### config.mk
export PLATFORM = sky130hd
export DESIGN_NAME = hazard_scoreboard_flat
export DESIGN_NICKNAME = d
export VERILOG_FILES = /design/src/rtl/hazard_scoreboard_pkg.sv /design/src/rtl/hazard_if.sv /design/src/rtl/hazard_operand_match.sv /design/src/rtl/hazard_scoreboard.sv /design/src/flat_wrapper.sv
export SDC_FILE = /design/constraint.sdc
export NUM_CORES = 1
export LEC_CHECK = 0
export ABC_AREA = 1
export CELL_PAD_IN_SITES_DETAIL_PLACEMENT = 0
export CELL_PAD_IN_SITES_GLOBAL_PLACEMENT = 2
export CORE_ASPECT_RATIO = 1.2
export CORE_MARGIN = 2
export CORE_UTILIZATION = 21
export DETAILED_ROUTE_END_ITERATION = 16
export PLACE_DENSITY = 0.89
export SYNTH_ARGS = -nofsm -noshare
export SYNTH_HDL_FRONTEND = slang
export SYNTH_SLANG_ARGS = --single-unit
### constraint.sdc
create_clock -name clk -period 3.2 [get_ports clk]
set_input_delay 0.64 -clock clk [delete_from_list [all_inputs] [get_ports clk]]
set_output_delay 0.64 -clock clk [all_outputs]
set_load 0.1 [all_outputs]
### src/rtl/hazard_scoreboard_pkg.sv
// Shared types and constants for the ID-stage hazard scoreboard.
//   entry_t : one shadow-pipeline slot {v, waddr, load}
//   ZERO    : architectural $0, never tracked
//   HZ_SEL_RF : forward-select value meaning "use the register file"
package hazard_scoreboard_pkg;

  localparam int REG_W = 5;
  localparam logic [REG_W-1:0] ZERO = '0;
  localparam int HZ_SEL_RF = 0;

  typedef struct packed {
    logic             v;
    logic [REG_W-1:0] waddr;
    logic             load;
  } entry_t;

  localparam int ENTRY_W = $bits(entry_t);
  localparam entry_t BUBBLE = '0;

  // Saturating increment for the stall-cycle counter.
  function automatic logic [31:0] sat_inc(input logic [31:0] x);
    return (x == 32'hFFFF_FFFF) ? x : x + 32'd1;
  endfunction

endpackage

### src/rtl/hazard_if.sv
// Bundle of ID-stage signals exchanged with the hazard scoreboard.
//   master : ID stage / environment (drives instruction info, RF reads, stage results)
//   slave  : scoreboard (returns forwarded operands, selects, stall, stall counter)
interface hazard_if #(
  parameter int DATA_W     = 32,
  parameter int NUM_STAGES = 3
);
  localparam int SEL_W = $clog2(NUM_STAGES + 1);

  logic                         hold;
  logic                         flush;
  logic                         id_valid;
  logic [4:0]                   id_rs_addr;
  logic [4:0]                   id_rt_addr;
  logic                         id_rs_used;
  logic                         id_rt_used;
  logic                         id_we;
  logic [4:0]                   id_waddr;
  logic                         id_is_load;
  logic [DATA_W-1:0]            rf_rs_data;
  logic [DATA_W-1:0]            rf_rt_data;
  logic [NUM_STAGES*DATA_W-1:0] stage_data;
  logic [DATA_W-1:0]            rs_data;
  logic [DATA_W-1:0]            rt_data;
  logic [SEL_W-1:0]             fwd_rs_sel;
  logic [SEL_W-1:0]             fwd_rt_sel;
  logic                         stall;
  logic [31:0]                  stall_cnt;

  modport master (
    output hold, flush, id_valid, id_rs_addr, id_rt_addr, id_rs_used, id_rt_used,
           id_we, id_waddr, id_is_load, rf_rs_data, rf_rt_data, stage_data,
    input  rs_data, rt_data, fwd_rs_sel, fwd_rt_sel, stall, stall_cnt
  );

  modport slave (
    input  hold, flush, id_valid, id_rs_addr, id_rt_addr, id_rs_used, id_rt_used,
           id_we, id_waddr, id_is_load, rf_rs_data, rf_rt_data, stage_data,
    output rs_data, rt_data, fwd_rs_sel, fwd_rt_sel, stall, stall_cnt
  );
endinterface

### src/rtl/hazard_operand_match.sv
// Youngest-producer search for one source operand.
//   addr/used  : operand register index and whether it is read
//   entries    : shadow pipeline, index 0 = EX (youngest)
//   stage_data : per-stage results, stage k at [k*DATA_W +: DATA_W]
//   rf_data    : register-file value used when nothing matches
//   match      : some in-flight writer targets this operand
//   ready      : youngest matching writer already has its data
//   sel/data   : 0/RF when no match, k+1/stage_data[k] for the youngest match
module hazard_operand_match
  import hazard_scoreboard_pkg::*;
#(
  parameter int DATA_W     = 32,
  parameter int NUM_STAGES = 3,
  parameter int LOAD_LAT   = 1,
  parameter int SEL_W      = $clog2(NUM_STAGES + 1)
) (
  input  logic [REG_W-1:0]             addr,
  input  logic                         used,
  input  entry_t [NUM_STAGES-1:0]      entries,
  input  logic [NUM_STAGES*DATA_W-1:0] stage_data,
  input  logic [DATA_W-1:0]            rf_data,
  output logic                         match,
  output logic                         ready,
  output logic [SEL_W-1:0]             sel,
  output logic [DATA_W-1:0]            data
);

  logic [NUM_STAGES-1:0] hit;
  logic [NUM_STAGES-1:0] ok;

  generate
    for (genvar gi = 0; gi < NUM_STAGES; gi++) begin : g_entry
      assign hit[gi] = used && (addr != ZERO) && entries[gi].v && (entries[gi].waddr == addr);
      // Load data only exists from stage LOAD_LAT onward.
      assign ok[gi]  = !entries[gi].load || (gi >= LOAD_LAT);
    end
  endgenerate

  // Scan oldest to youngest so the lowest matching index has the final say.
  always_comb begin
    match = 1'b0;
    ready = 1'b1;
    sel   = SEL_W'(HZ_SEL_RF);
    data  = rf_data;
    for (int k = NUM_STAGES - 1; k >= 0; k--) begin
      if (hit[k]) begin
        match = 1'b1;
        ready = ok[k];
        sel   = SEL_W'(k + 1);
        data  = stage_data[k*DATA_W +: DATA_W];
      end
    end
  end

endmodule

### src/rtl/hazard_scoreboard.sv
// Forwarding/interlock unit for the ID stage, generalised to NUM_STAGES
// downstream stages.
//   clk   : rising-edge clock
//   rst_n : asynchronous active-low reset
//   bus   : hazard_if slave port (instruction info in, forwarded operands,
//           selects, stall and saturating stall counter out)
// State is only the shadow pipeline of in-flight writers and stall_cnt;
// all outputs are combinational from that state and the current inputs.
module hazard_scoreboard
  import hazard_scoreboard_pkg::*;
#(
  parameter int DATA_W     = 32,
  parameter int NUM_STAGES = 3,
  parameter int LOAD_LAT   = 1
) (
  input  logic     clk,
  input  logic     rst_n,
  hazard_if.slave  bus
);

  localparam int SEL_W = $clog2(NUM_STAGES + 1);

  entry_t [NUM_STAGES-1:0] entries_reg;
  entry_t [NUM_STAGES-1:0] entries_next;
  logic [31:0]             stall_cnt_reg;

  logic rs_match, rs_ready, rt_match, rt_ready;
  logic stall;
  logic insert;

  hazard_operand_match #(
    .DATA_W(DATA_W), .NUM_STAGES(NUM_STAGES), .LOAD_LAT(LOAD_LAT), .SEL_W(SEL_W)
  ) u_rs_match (
    .addr(bus.id_rs_addr), .used(bus.id_rs_used), .entries(entries_reg),
    .stage_data(bus.stage_data), .rf_data(bus.rf_rs_data),
    .match(rs_match), .ready(rs_ready), .sel(bus.fwd_rs_sel), .data(bus.rs_data)
  );

  hazard_operand_match #(
    .DATA_W(DATA_W), .NUM_STAGES(NUM_STAGES), .LOAD_LAT(LOAD_LAT), .SEL_W(SEL_W)
  ) u_rt_match (
    .addr(bus.id_rt_addr), .used(bus.id_rt_used), .entries(entries_reg),
    .stage_data(bus.stage_data), .rf_data(bus.rf_rt_data),
    .match(rt_match), .ready(rt_ready), .sel(bus.fwd_rt_sel), .data(bus.rt_data)
  );

  assign stall = bus.id_valid && ((rs_match && !rs_ready) || (rt_match && !rt_ready));
  // The reads above used the pre-insert entries, so a self-dependent
  // instruction sees only older producers.
  assign insert = bus.id_valid && bus.id_we && (bus.id_waddr != ZERO) && !stall;

  assign bus.stall     = stall;
  assign bus.stall_cnt = stall_cnt_reg;

  always_comb begin
    entries_next = entries_reg;
    if (!bus.hold) begin
      for (int k = 1; k < NUM_STAGES; k++) begin
        entries_next[k] = entries_reg[k-1];
      end
      if (bus.flush) begin
        // Kill both the instruction in ID and the one currently in EX.
        entries_next[0] = BUBBLE;
        entries_next[1] = BUBBLE;
      end else if (insert) begin
        entries_next[0] = '{v: 1'b1, waddr: bus.id_waddr, load: bus.id_is_load};
      end else begin
        entries_next[0] = BUBBLE;
      end
    end else if (bus.flush) begin
      // Pipeline frozen, but the EX instruction must still die.
      entries_next[0].v = 1'b0;
    end
  end

  always_ff @(posedge clk or negedge rst_n) begin
    if (!rst_n) begin
      entries_reg   <= '0;
      stall_cnt_reg <= '0;
    end else begin
      entries_reg <= entries_next;
      if (stall && !bus.hold && !bus.flush) begin
        stall_cnt_reg <= sat_inc(stall_cnt_reg);
      end
    end
  end

endmodule

### src/flat_wrapper.sv
// flat-port wrapper written by rule: the top's interface ports become plain ports
module hazard_scoreboard_flat import hazard_scoreboard_pkg::*;
#(
  parameter int DATA_W     = 32,
  parameter int NUM_STAGES = 3,
  parameter int LOAD_LAT   = 1
)
  (clk, rst_n, bus_hold, bus_flush, bus_id_valid, bus_id_rs_addr, bus_id_rt_addr, bus_id_rs_used, bus_id_rt_used, bus_id_we, bus_id_waddr, bus_id_is_load, bus_rf_rs_data, bus_rf_rt_data, bus_stage_data, bus_rs_data, bus_rt_data, bus_fwd_rs_sel, bus_fwd_rt_sel, bus_stall, bus_stall_cnt);
  hazard_if #(.DATA_W(DATA_W), .NUM_STAGES(NUM_STAGES)) bus_i ();
  input  logic clk;
  input  logic rst_n;
  input wire logic [$bits(bus_i.hold)-1:0] bus_hold;
  input wire logic [$bits(bus_i.flush)-1:0] bus_flush;
  input wire logic [$bits(bus_i.id_valid)-1:0] bus_id_valid;
  input wire logic [$bits(bus_i.id_rs_addr)-1:0] bus_id_rs_addr;
  input wire logic [$bits(bus_i.id_rt_addr)-1:0] bus_id_rt_addr;
  input wire logic [$bits(bus_i.id_rs_used)-1:0] bus_id_rs_used;
  input wire logic [$bits(bus_i.id_rt_used)-1:0] bus_id_rt_used;
  input wire logic [$bits(bus_i.id_we)-1:0] bus_id_we;
  input wire logic [$bits(bus_i.id_waddr)-1:0] bus_id_waddr;
  input wire logic [$bits(bus_i.id_is_load)-1:0] bus_id_is_load;
  input wire logic [$bits(bus_i.rf_rs_data)-1:0] bus_rf_rs_data;
  input wire logic [$bits(bus_i.rf_rt_data)-1:0] bus_rf_rt_data;
  input wire logic [$bits(bus_i.stage_data)-1:0] bus_stage_data;
  output wire logic [$bits(bus_i.rs_data)-1:0] bus_rs_data;
  output wire logic [$bits(bus_i.rt_data)-1:0] bus_rt_data;
  output wire logic [$bits(bus_i.fwd_rs_sel)-1:0] bus_fwd_rs_sel;
  output wire logic [$bits(bus_i.fwd_rt_sel)-1:0] bus_fwd_rt_sel;
  output wire logic [$bits(bus_i.stall)-1:0] bus_stall;
  output wire logic [$bits(bus_i.stall_cnt)-1:0] bus_stall_cnt;
  assign bus_i.hold = bus_hold;
  assign bus_i.flush = bus_flush;
  assign bus_i.id_valid = bus_id_valid;
  assign bus_i.id_rs_addr = bus_id_rs_addr;
  assign bus_i.id_rt_addr = bus_id_rt_addr;
  assign bus_i.id_rs_used = bus_id_rs_used;
  assign bus_i.id_rt_used = bus_id_rt_used;
  assign bus_i.id_we = bus_id_we;
  assign bus_i.id_waddr = bus_id_waddr;
  assign bus_i.id_is_load = bus_id_is_load;
  assign bus_i.rf_rs_data = bus_rf_rs_data;
  assign bus_i.rf_rt_data = bus_rf_rt_data;
  assign bus_i.stage_data = bus_stage_data;
  assign bus_rs_data = bus_i.rs_data;
  assign bus_rt_data = bus_i.rt_data;
  assign bus_fwd_rs_sel = bus_i.fwd_rs_sel;
  assign bus_fwd_rt_sel = bus_i.fwd_rt_sel;
  assign bus_stall = bus_i.stall;
  assign bus_stall_cnt = bus_i.stall_cnt;
  hazard_scoreboard #(.DATA_W(DATA_W), .NUM_STAGES(NUM_STAGES), .LOAD_LAT(LOAD_LAT)) u_core (.clk(clk), .rst_n(rst_n), .bus(bus_i));
endmodule
Yosys cells after proc, flatten, opt, wreduce, memory -nomap -nowiden:

Index checks and enable logic that the tools add are counted.

* register bits: 51
* output and inout bits: 101
* logic and storage cells: 76

* add/sub/neg operators: 1
* equality and inequality tests: 8
* mux-type cells: 25
* bitwise operators: 1
* reductions and logical operators: 33

Operator list (count)
* 32-bit two-way mux: 6
* 32-bit by 1-bit adder with 32-bit output, second input constant: 1
* 32-bit == test, second input constant: 1
* 5-bit == test: 6
* 1-bit logical AND: 22
* 7-bit two-way mux: 3
* 5-bit nonzero test: 3
* 2-bit two-way mux: 6
* 1-bit two-way mux: 10
* 1-bit logical NOT: 6
* 2-bit by 1-bit != test with 1-bit output, second input constant: 1
* 2-bit AND reduction: 1
* 1-bit logical OR: 1
* 1-bit NOT: 1

Longest topological paths before layout:

Gate-level depths: netlist (run 1).

* depth after elaboration: 15
* gate-level depth with buffers: 12

By module:

Synthesis (run 1) repeated with hierarchy kept, for this count alone.

* cell total of the unflattened synthesis: 1091
* area total of the unflattened synthesis: 6209.7 um^2

Modules (own cells, without submodules)
* hazard_operand_match: instances 2, cells each 333, area each 1624.1 um^2, seq. area each 0.0 um^2
* hazard_scoreboard: instances 1, cells each 425, area each 2961.6 um^2, seq. area each 1326.3 um^2

Least setup slack after synthesis (run 1):

Ideal clock, no wire load.

* kind: input -> output
* start: input port bus_id_rs_addr[2]
* end: output port bus_fwd_rs_sel[1]
* data arrival time: 3.633 ns
* setup slack: -1.073 ns
* stages: 8
* buffers on the path: 2
* cells stage by stage: nor2_1 -> nand3_1 -> nand2_1 -> inv_2 -> nand3_1 -> buf_2 -> buf_2 -> a21boi_0

* word-level cells in the longest chain between the ends: 7

Ends and longest elaborated chain
* from (decl): RTL line flat_wrapper.sv:15 `input wire logic [$bits(bus_i.id_rs_addr)-1:0] bus_id_rs_addr;`
* 5-bit nonzero test: RTL line hazard_operand_match.sv:33 `assign hit[gi] = used && (addr != ZERO) && entries[gi].v && (entries[gi].waddr == addr);`
* 1-bit logical AND (3 in a row): RTL line hazard_operand_match.sv:33
* 2-bit two-way mux (2 in a row): RTL line hazard_operand_match.sv:46 `if (hit[k]) begin`
* 2-bit two-way mux (*): RTL line hazard_operand_match.sv:46
* to (decl): RTL line flat_wrapper.sv:27 `output wire logic [$bits(bus_i.fwd_rs_sel)-1:0] bus_fwd_rs_sel;`

Every way passes the cells marked *; elsewhere a longest branch is shown, timed or not.

Worst setup path after layout (run 1):

* start: input port bus_id_rt_addr[1]
* end: output port bus_rt_data[6]

* word-level cells in the longest chain between the ends: 7

Ends and longest elaborated chain
* from (decl): RTL line flat_wrapper.sv:16 `input wire logic [$bits(bus_i.id_rt_addr)-1:0] bus_id_rt_addr;`
* 5-bit nonzero test: RTL line hazard_operand_match.sv:33
* 1-bit logical AND (3 in a row): RTL line hazard_operand_match.sv:33
* 32-bit two-way mux (2 in a row): RTL line hazard_operand_match.sv:46
* 32-bit two-way mux (*): RTL line hazard_operand_match.sv:46
* to (decl): RTL line flat_wrapper.sv:26 `output wire logic [$bits(bus_i.rt_data)-1:0] bus_rt_data;`

Marked as above.

==> out/summary.txt, run 1 <==
Ys Warns = 0
RSZ-0062 raised after global routing = false
drt total wl = 33200 µm
r2r setup slk = 870 ps
Setup Crit Path Kind = in -> out
post-synthesis simple-gate area fraction = 57.1%
R2R depth = 9
CP max FO = 8
grt ovf = 0
DPL Wire Length = 25000 µm
PnR Total Power = 2.38 mW
CTS Sinks = 51
Final Worst Setup Slack = 122 ps
CTS max path bufs = 2
via count = 8280
Reg-to-Reg Start = u_core.bus.stall_cnt[0]
mapped cell area = 6100 µm²
later-pin clock latency in the skew report = 300 ps
TritonCTS clock tree = built
Vias/cell = 4.60
worst vdd ir = 0.000186 V
vias in the first global route = 8155
FP Rows = 68
endpoint class of the critical path = output pin
Hold Path Class = in -> async
Leakage = 5.53 nW
Post-DRT Antenna Nets = 0
Setup WS pre-CTS = -340 ps
Die Width = 160 µm
Placed Area = 10500 µm²
slew margin rel. = 49.5%
Initial DRC Count = 572
root buffer cell = clkbuf_16
final setup vio count = 0
Max H-tree Level = 2
Layout Nets = 1596
die footprint = 30400 µm²
Starting Density = 21.3%
1st-pass router iterations = 5
status = finished clean
syn avg cell area = 5.49 µm²
share of cells above drive strength 1 = 21.0%
Clock Pin Slew Worst Setup and Hold Paths = 70 ps
GP Congestion = 0.884
Final Cell Area = 11000 µm²
Fin Clk Skew = 7.48 ps
IO Pins = 285
Setup crit start kind = input port
sequential-to-total area share from yosys stat = 20.9%
max-slew violations = 0
WL per Instance = 18.4 µm
Synth Instances = 1111
hold slack final = 263 ps
busiest grt layer = met2
largest net degree at the start of global routing = 66
complex-gate fraction of the synthesized area = 6.79%
arrival time worst endpoint = 2440 ps
Max Cap Viol = 0
post-synthesis register bit count = 51
GRT Util Overall = 20.8%
initial antenna violation count = 4
TritonCTS buffer count = 5
crit path time final = 3080 ps
Final Hold Vio Count = 0
M3 GR Usage = 3.22%
Post-CTS Hold Fix Bufs = 0
post-layout util = 38.3%
FILL cells = 3110
Required @ worst endpoint = 2560 ps
DRC Markers = 0
P&R area growth vs syn = 80.2%
Final Cycle Share = 96.2%
Placeable Area = 28700 µm²
max FFs per register = 32
synthesized netlist net count = 1296
PwrDens = 217 nW/µm²
mux contribution to synthesized area = 0%
met2 Usage GRT = 38.0%
fmax = 325 MHz
height of the die = 191 µm
Unique masters post-synth = 33
post-synthesis xor/xnor area fraction = 4.74%
Worst-Margin Slew = 752 ps
R2R Path End = u_core.bus.stall_cnt[30]
largest family of logic cells by synthesized area = simple AND/OR/NAND/NOR gates
GR Util met1 = 25.2%
adder-cell share of the synthesized area = 0.205%
first-pass GRT wire length = 49100 µm
port bufs = 284
==> per-stage QoR <==
step / setup TNS, ps / std cells
finish: 0 / 1801
global route: 0 / 1797
CTS: 0 / 1791
detailed placement: -11410 / 1776
global placement: -11320 / 1776
floorplan: -201 / 1111
==> cell families after synthesis <==
family,Yosys count
adder cells (fa/ha/maj),1
buffers and inverters,141
XOR/XNOR,33
flip-flops,51
AO/OA/AOI/OAI,65
AND/OR/NAND/NOR,820
==> report_power, final <==
group          internal, mW  switching [mW]
clock                 0.390           0.254
sequential            0.653          0.0108
combinational         0.463           0.613
==> final cells by class <==
| cell class | instances | area [µm²] | share of cell area [%] |
|---|---|---|---|
| sequential | 51 | 1280 | 11.6 |
| inverter | 85 | 319 | 2.90 |
| clock inverter | 2 | 35.0 | 0.319 |
| clock buffer | 6 | 139 | 1.26 |
| timing repair buffer | 349 | 4260 | 38.7 |
| tap | 385 | 482 | 4.38 |
| antenna | 4 | 10.0 | 0.0911 |
| multi-input combinational | 919 | 4470 | 40.7 |
==> Yosys cell counts (all sizes together) <==
| master | number | share of area (%) |
|---|---|---|
| nor3 | 22 | 1.9 |
| ha | 1 | 0.21 |
| clkbuf | 21 | 1.3 |
| o21bai | 28 | 3.4 |
| buf | 35 | 3.7 |
| dfrtp | 51 | 21 |
| and3 | 1 | 0.10 |
| a21oi | 5 | 0.41 |
| nand4 | 9 | 1.3 |
| or2 | 1 | 0.10 |
| o22ai | 11 | 1.1 |
| a21boi | 2 | 0.25 |
| xnor2 | 2 | 0.29 |
| o21ai | 19 | 1.6 |
| nand3 | 184 | 16 |
| nand2 | 353 | 22 |
| nor2 | 249 | 16 |
| inv | 85 | 5.2 |
| xor2 | 31 | 4.5 |
| and2 | 1 | 0.10 |
==> what timing repair did <==
action	CTS	global route
endpoints found under the setup margin	67	56
cloned	4	5
pin swaps	2	12
resized for setup	27	23
buffers inserted	3	1
==> worst max-delay path by stage <==
stage	depth (start not counted)	end	slack [ps]	from
6_report	14	bus_rt_data[6]	120	bus_id_rt_addr[1]
5_1_grt	11	bus_rt_data[7]	2	bus_id_rt_addr[1]
4_1_cts	13	bus_rs_data[24]	40	bus_id_rs_addr[2]
3_5_place_dp	13	bus_rs_data[14]	-340	bus_id_rs_addr[0]
3_3_place_gp	13	bus_rs_data[14]	-340	bus_id_rs_addr[0]
2_1_floorplan	5	bus_fwd_rs_sel[0]	-200	bus_id_rs_addr[4]
==> metal layers <==
| metal | wire, µm | up-vias |
|---|---|---|
| met4 | 826 | 2 |
| met2 | 16800 | 322 |
| met5 | 13 | - |
| met3 | 2140 | 37 |
| met1 | 13400 | 3790 |
| li1 | - | 4129 |
==> critical path: stages <==
cell,delay [ps]
clkdlybuf4s15_1,250
buf_4,190
nand2_1,80
nand3_1,90
nor3_2,110
nand2_1,100
nor2_4,130
buf_12,140
clkbuf_16,160
nand3_1,70
nand2_1,70
nor2_1,50
nor2_2,150
buf_12,200
==> cells in the final DEF, fill, tap and decap left out, drive strengths merged, types with 4 or more instances in the layout <==
| master | Yosys | layout |
|---|---|---|
| diode | 0 | 4 |
| dfrtp | 51 | 51 |
| inv | 85 | 85 |
| clkbuf | 21 | 17 |
| a21oi | 5 | 5 |
| o21bai | 28 | 28 |
| xor2 | 31 | 31 |
| nand3 | 184 | 184 |
| nor2 | 249 | 249 |
| o22ai | 11 | 11 |
| buf | 35 | 163 |
| nand2 | 353 | 353 |
| nor3 | 22 | 22 |
| clkdlybuf4s50 | 0 | 172 |
| o21ai | 19 | 19 |
| nand4 | 9 | 9 |
(Power assumes the default switching activity.)
==> run 2: changes to the inputs <==
--- a/config.mk
+++ b/config.mk
@@ -10,9 +10,10 @@
 export CELL_PAD_IN_SITES_GLOBAL_PLACEMENT = 2
 export CORE_ASPECT_RATIO = 1.2
 export CORE_MARGIN = 2
-export CORE_UTILIZATION = 21
+export CORE_UTILIZATION = 22
 export DETAILED_ROUTE_END_ITERATION = 16
-export PLACE_DENSITY = 0.89
+export PLACE_DENSITY = 0.9
 export SYNTH_ARGS = -nofsm -noshare
 export SYNTH_HDL_FRONTEND = slang
+export SYNTH_HIERARCHICAL = 1
 export SYNTH_SLANG_ARGS = --single-unit
==> out/summary.txt, run 2 <==
Layout Nets = 1584
grt ovf = 0
Post-CTS Hold Fix Bufs = 0
DPL Wire Length = 25600 µm
Synth Instances = 1084
CP max stage cell = dlygate4sd2_1
Final Cycle Share = 95.3%
via count = 8575
Final Hold Vio Count = 0
Worst-Margin Slew = 705 ps
P&R area growth vs syn = 74.8%
arrival time worst endpoint = 2410 ps
root buffer cell = clkbuf_16
Switching Share = 38.4%
FP Rows = 67
Clock Pin Slew Worst Setup and Hold Paths = 80 ps
crit path time final = 3050 ps
CP max FO = 11
Leakage = 4.90 nW
largest net degree at the start of global routing = 52
synthesized netlist net count = 1269
worst vdd ir = 0.000201 V
first-pass GRT wire length = 48700 µm
vias in the first global route = 8433
Ys Warns = 6
Clk pwr share = 25.7%
Max Cap Viol = 0
crit path launch = bus_id_rs_addr[1]
fmax = 328 MHz
PwrDens = 210 nW/µm²
slew margin rel. = 53.0%
most common cell after layout, fill and taps aside = nand2_1
Placeable Area = 27700 µm²
Starting Density = 22.2%
mapped cell area = 6140 µm²
IO Pins = 285
Setup crit end = bus_rs_data[26]
final setup vio count = 0
Setup Crit Path Kind = in -> out
delay of the slowest critical-path stage = 300 ps
initial antenna violation count = 1
TritonCTS clock tree = built
Post-DRT Antenna Nets = 0
Required @ worst endpoint = 2560 ps
max FFs per register = 32
R2R Path End = u_core/bus.stall_cnt[31]
endpoint class of the critical path = output pin
TritonCTS buffer count = 5
status = finished clean
later-pin clock latency in the skew report = 300 ps
drt total wl = 32400 µm
most frequent cells in the layout = 488 x nand2_1, 172 x clkdlybuf4s50_1, 139 x nand4_1, 97 x buf_4, 94 x nand3_1
Reg-to-Reg Start = u_core/entries_reg[16]
height of the die = 187 µm
CTS max path bufs = 2
Vias/cell = 4.91
GP Congestion = 0.912
Hold Path Class = in -> async
Die Width = 156 µm
DRC Markers = 0
share of cells above drive strength 1 = 17.7%
r2r setup slk = 670 ps
sequential share of power = 29.4%
Int Power = 1.39 mW
1st-pass router iterations = 5
Setup crit start kind = input port
cell mode on critical path = nand2_1
setup TNS = 0 ps
Initial DRC Count = 496
Psw = 866 µW
WL per Instance = 18.5 µm
R2R depth = 18
die footprint = 29300 µm²
max-slew violations = 0
RSZ-0062 raised after global routing = false
Combinational Power Share = 44.9%
PnR Total Power = 2.25 mW
GRT Util Overall = 21.3%
Fin Clk Skew = 9.21 ps
CTS Sinks = 51
syn avg cell area = 5.66 µm²
Max H-tree Level = 2
port bufs = 284
CP cell instances = dlygate4sd2_1, inv_2, nand2_1, nand2_1, nor2_1, nand2_1, nor2_4, nand2_2, buf_12, buf_4, nand4_1, nand3_1, buf_12
-- run 2: what timing repair did --
item | 4_1_cts | 5_1_grt
pin swaps | 2 | 1
setup endpoints to repair | 62 | 2
gates resized for setup | 16 | 1
gates cloned | 0 | 1
setup buffers | 0 | 1
-- run 2: how the worst min path moves through the flow --
stage / cells after the start / slack (ps) / to
floorplan: 0 / 340 / u_core/bus.stall_cnt[0]
global placement: 2 / 530 / u_core/bus.stall_cnt[20]
detailed placement: 2 / 540 / u_core/entries_reg[0]
CTS: 2 / 480 / u_core/bus.stall_cnt[4]
global route: 2 / 500 / u_core/bus.stall_cnt[4]
finish: 2 / 450 / u_core/bus.stall_cnt[4]
-- run 2: cell type report --
type                    count  area, µm²
well taps                 345        432
fillers                  2965      16900
multi-input cells         873       4110
clock buffers               5        125
clock inverters             3       25.0
inverters                  96        365
diodes                      1       2.50
repair buffers            372       4390
flip-flops and latches     51       1280
-- run 2: critical path: cells and delay by family --
kind,cells,cell delay (ps)
buf+inv,5,890
simple gates,8,850
-- run 2: power groups by stage --
stage	Combinational (mW)	Sequential, mW	Clock (mW)
after floorplan	0.471	0.671	0
after global placement	1.02	0.676	0
after detailed placement	1.02	0.676	0
after CTS	1.02	0.663	0.584
after global routing	1.05	0.664	0.614
final	1.01	0.663	0.578
-- run 2: layer usage --
layer  vias up  wire length, µm  GRT usage [%]
li1       4175                -              -
met5         -                0              0
met2       344            16200           39.0
met1      4005            12800           25.2
met3        51             2480           4.12
met4         0              807           5.19
-- run 2: per-stage QoR --
step / util (%) / setup slack, ps / instance area [µm²] / cells / hold slack (ps)
2_1_floorplan: - / 261 / 6150 / 1084 / 344
3_3_place_gp: 38.1 / -93.8 / 10500 / 1735 / 527
3_5_place_dp: 38.1 / -106 / 10500 / 1735 / 537
4_1_cts: 38.6 / 151 / 10700 / 1743 / 484
5_1_grt: 38.8 / 8.18 / 10700 / 1745 / 496
6_report: 38.8 / 149 / 10700 / 1746 / 451
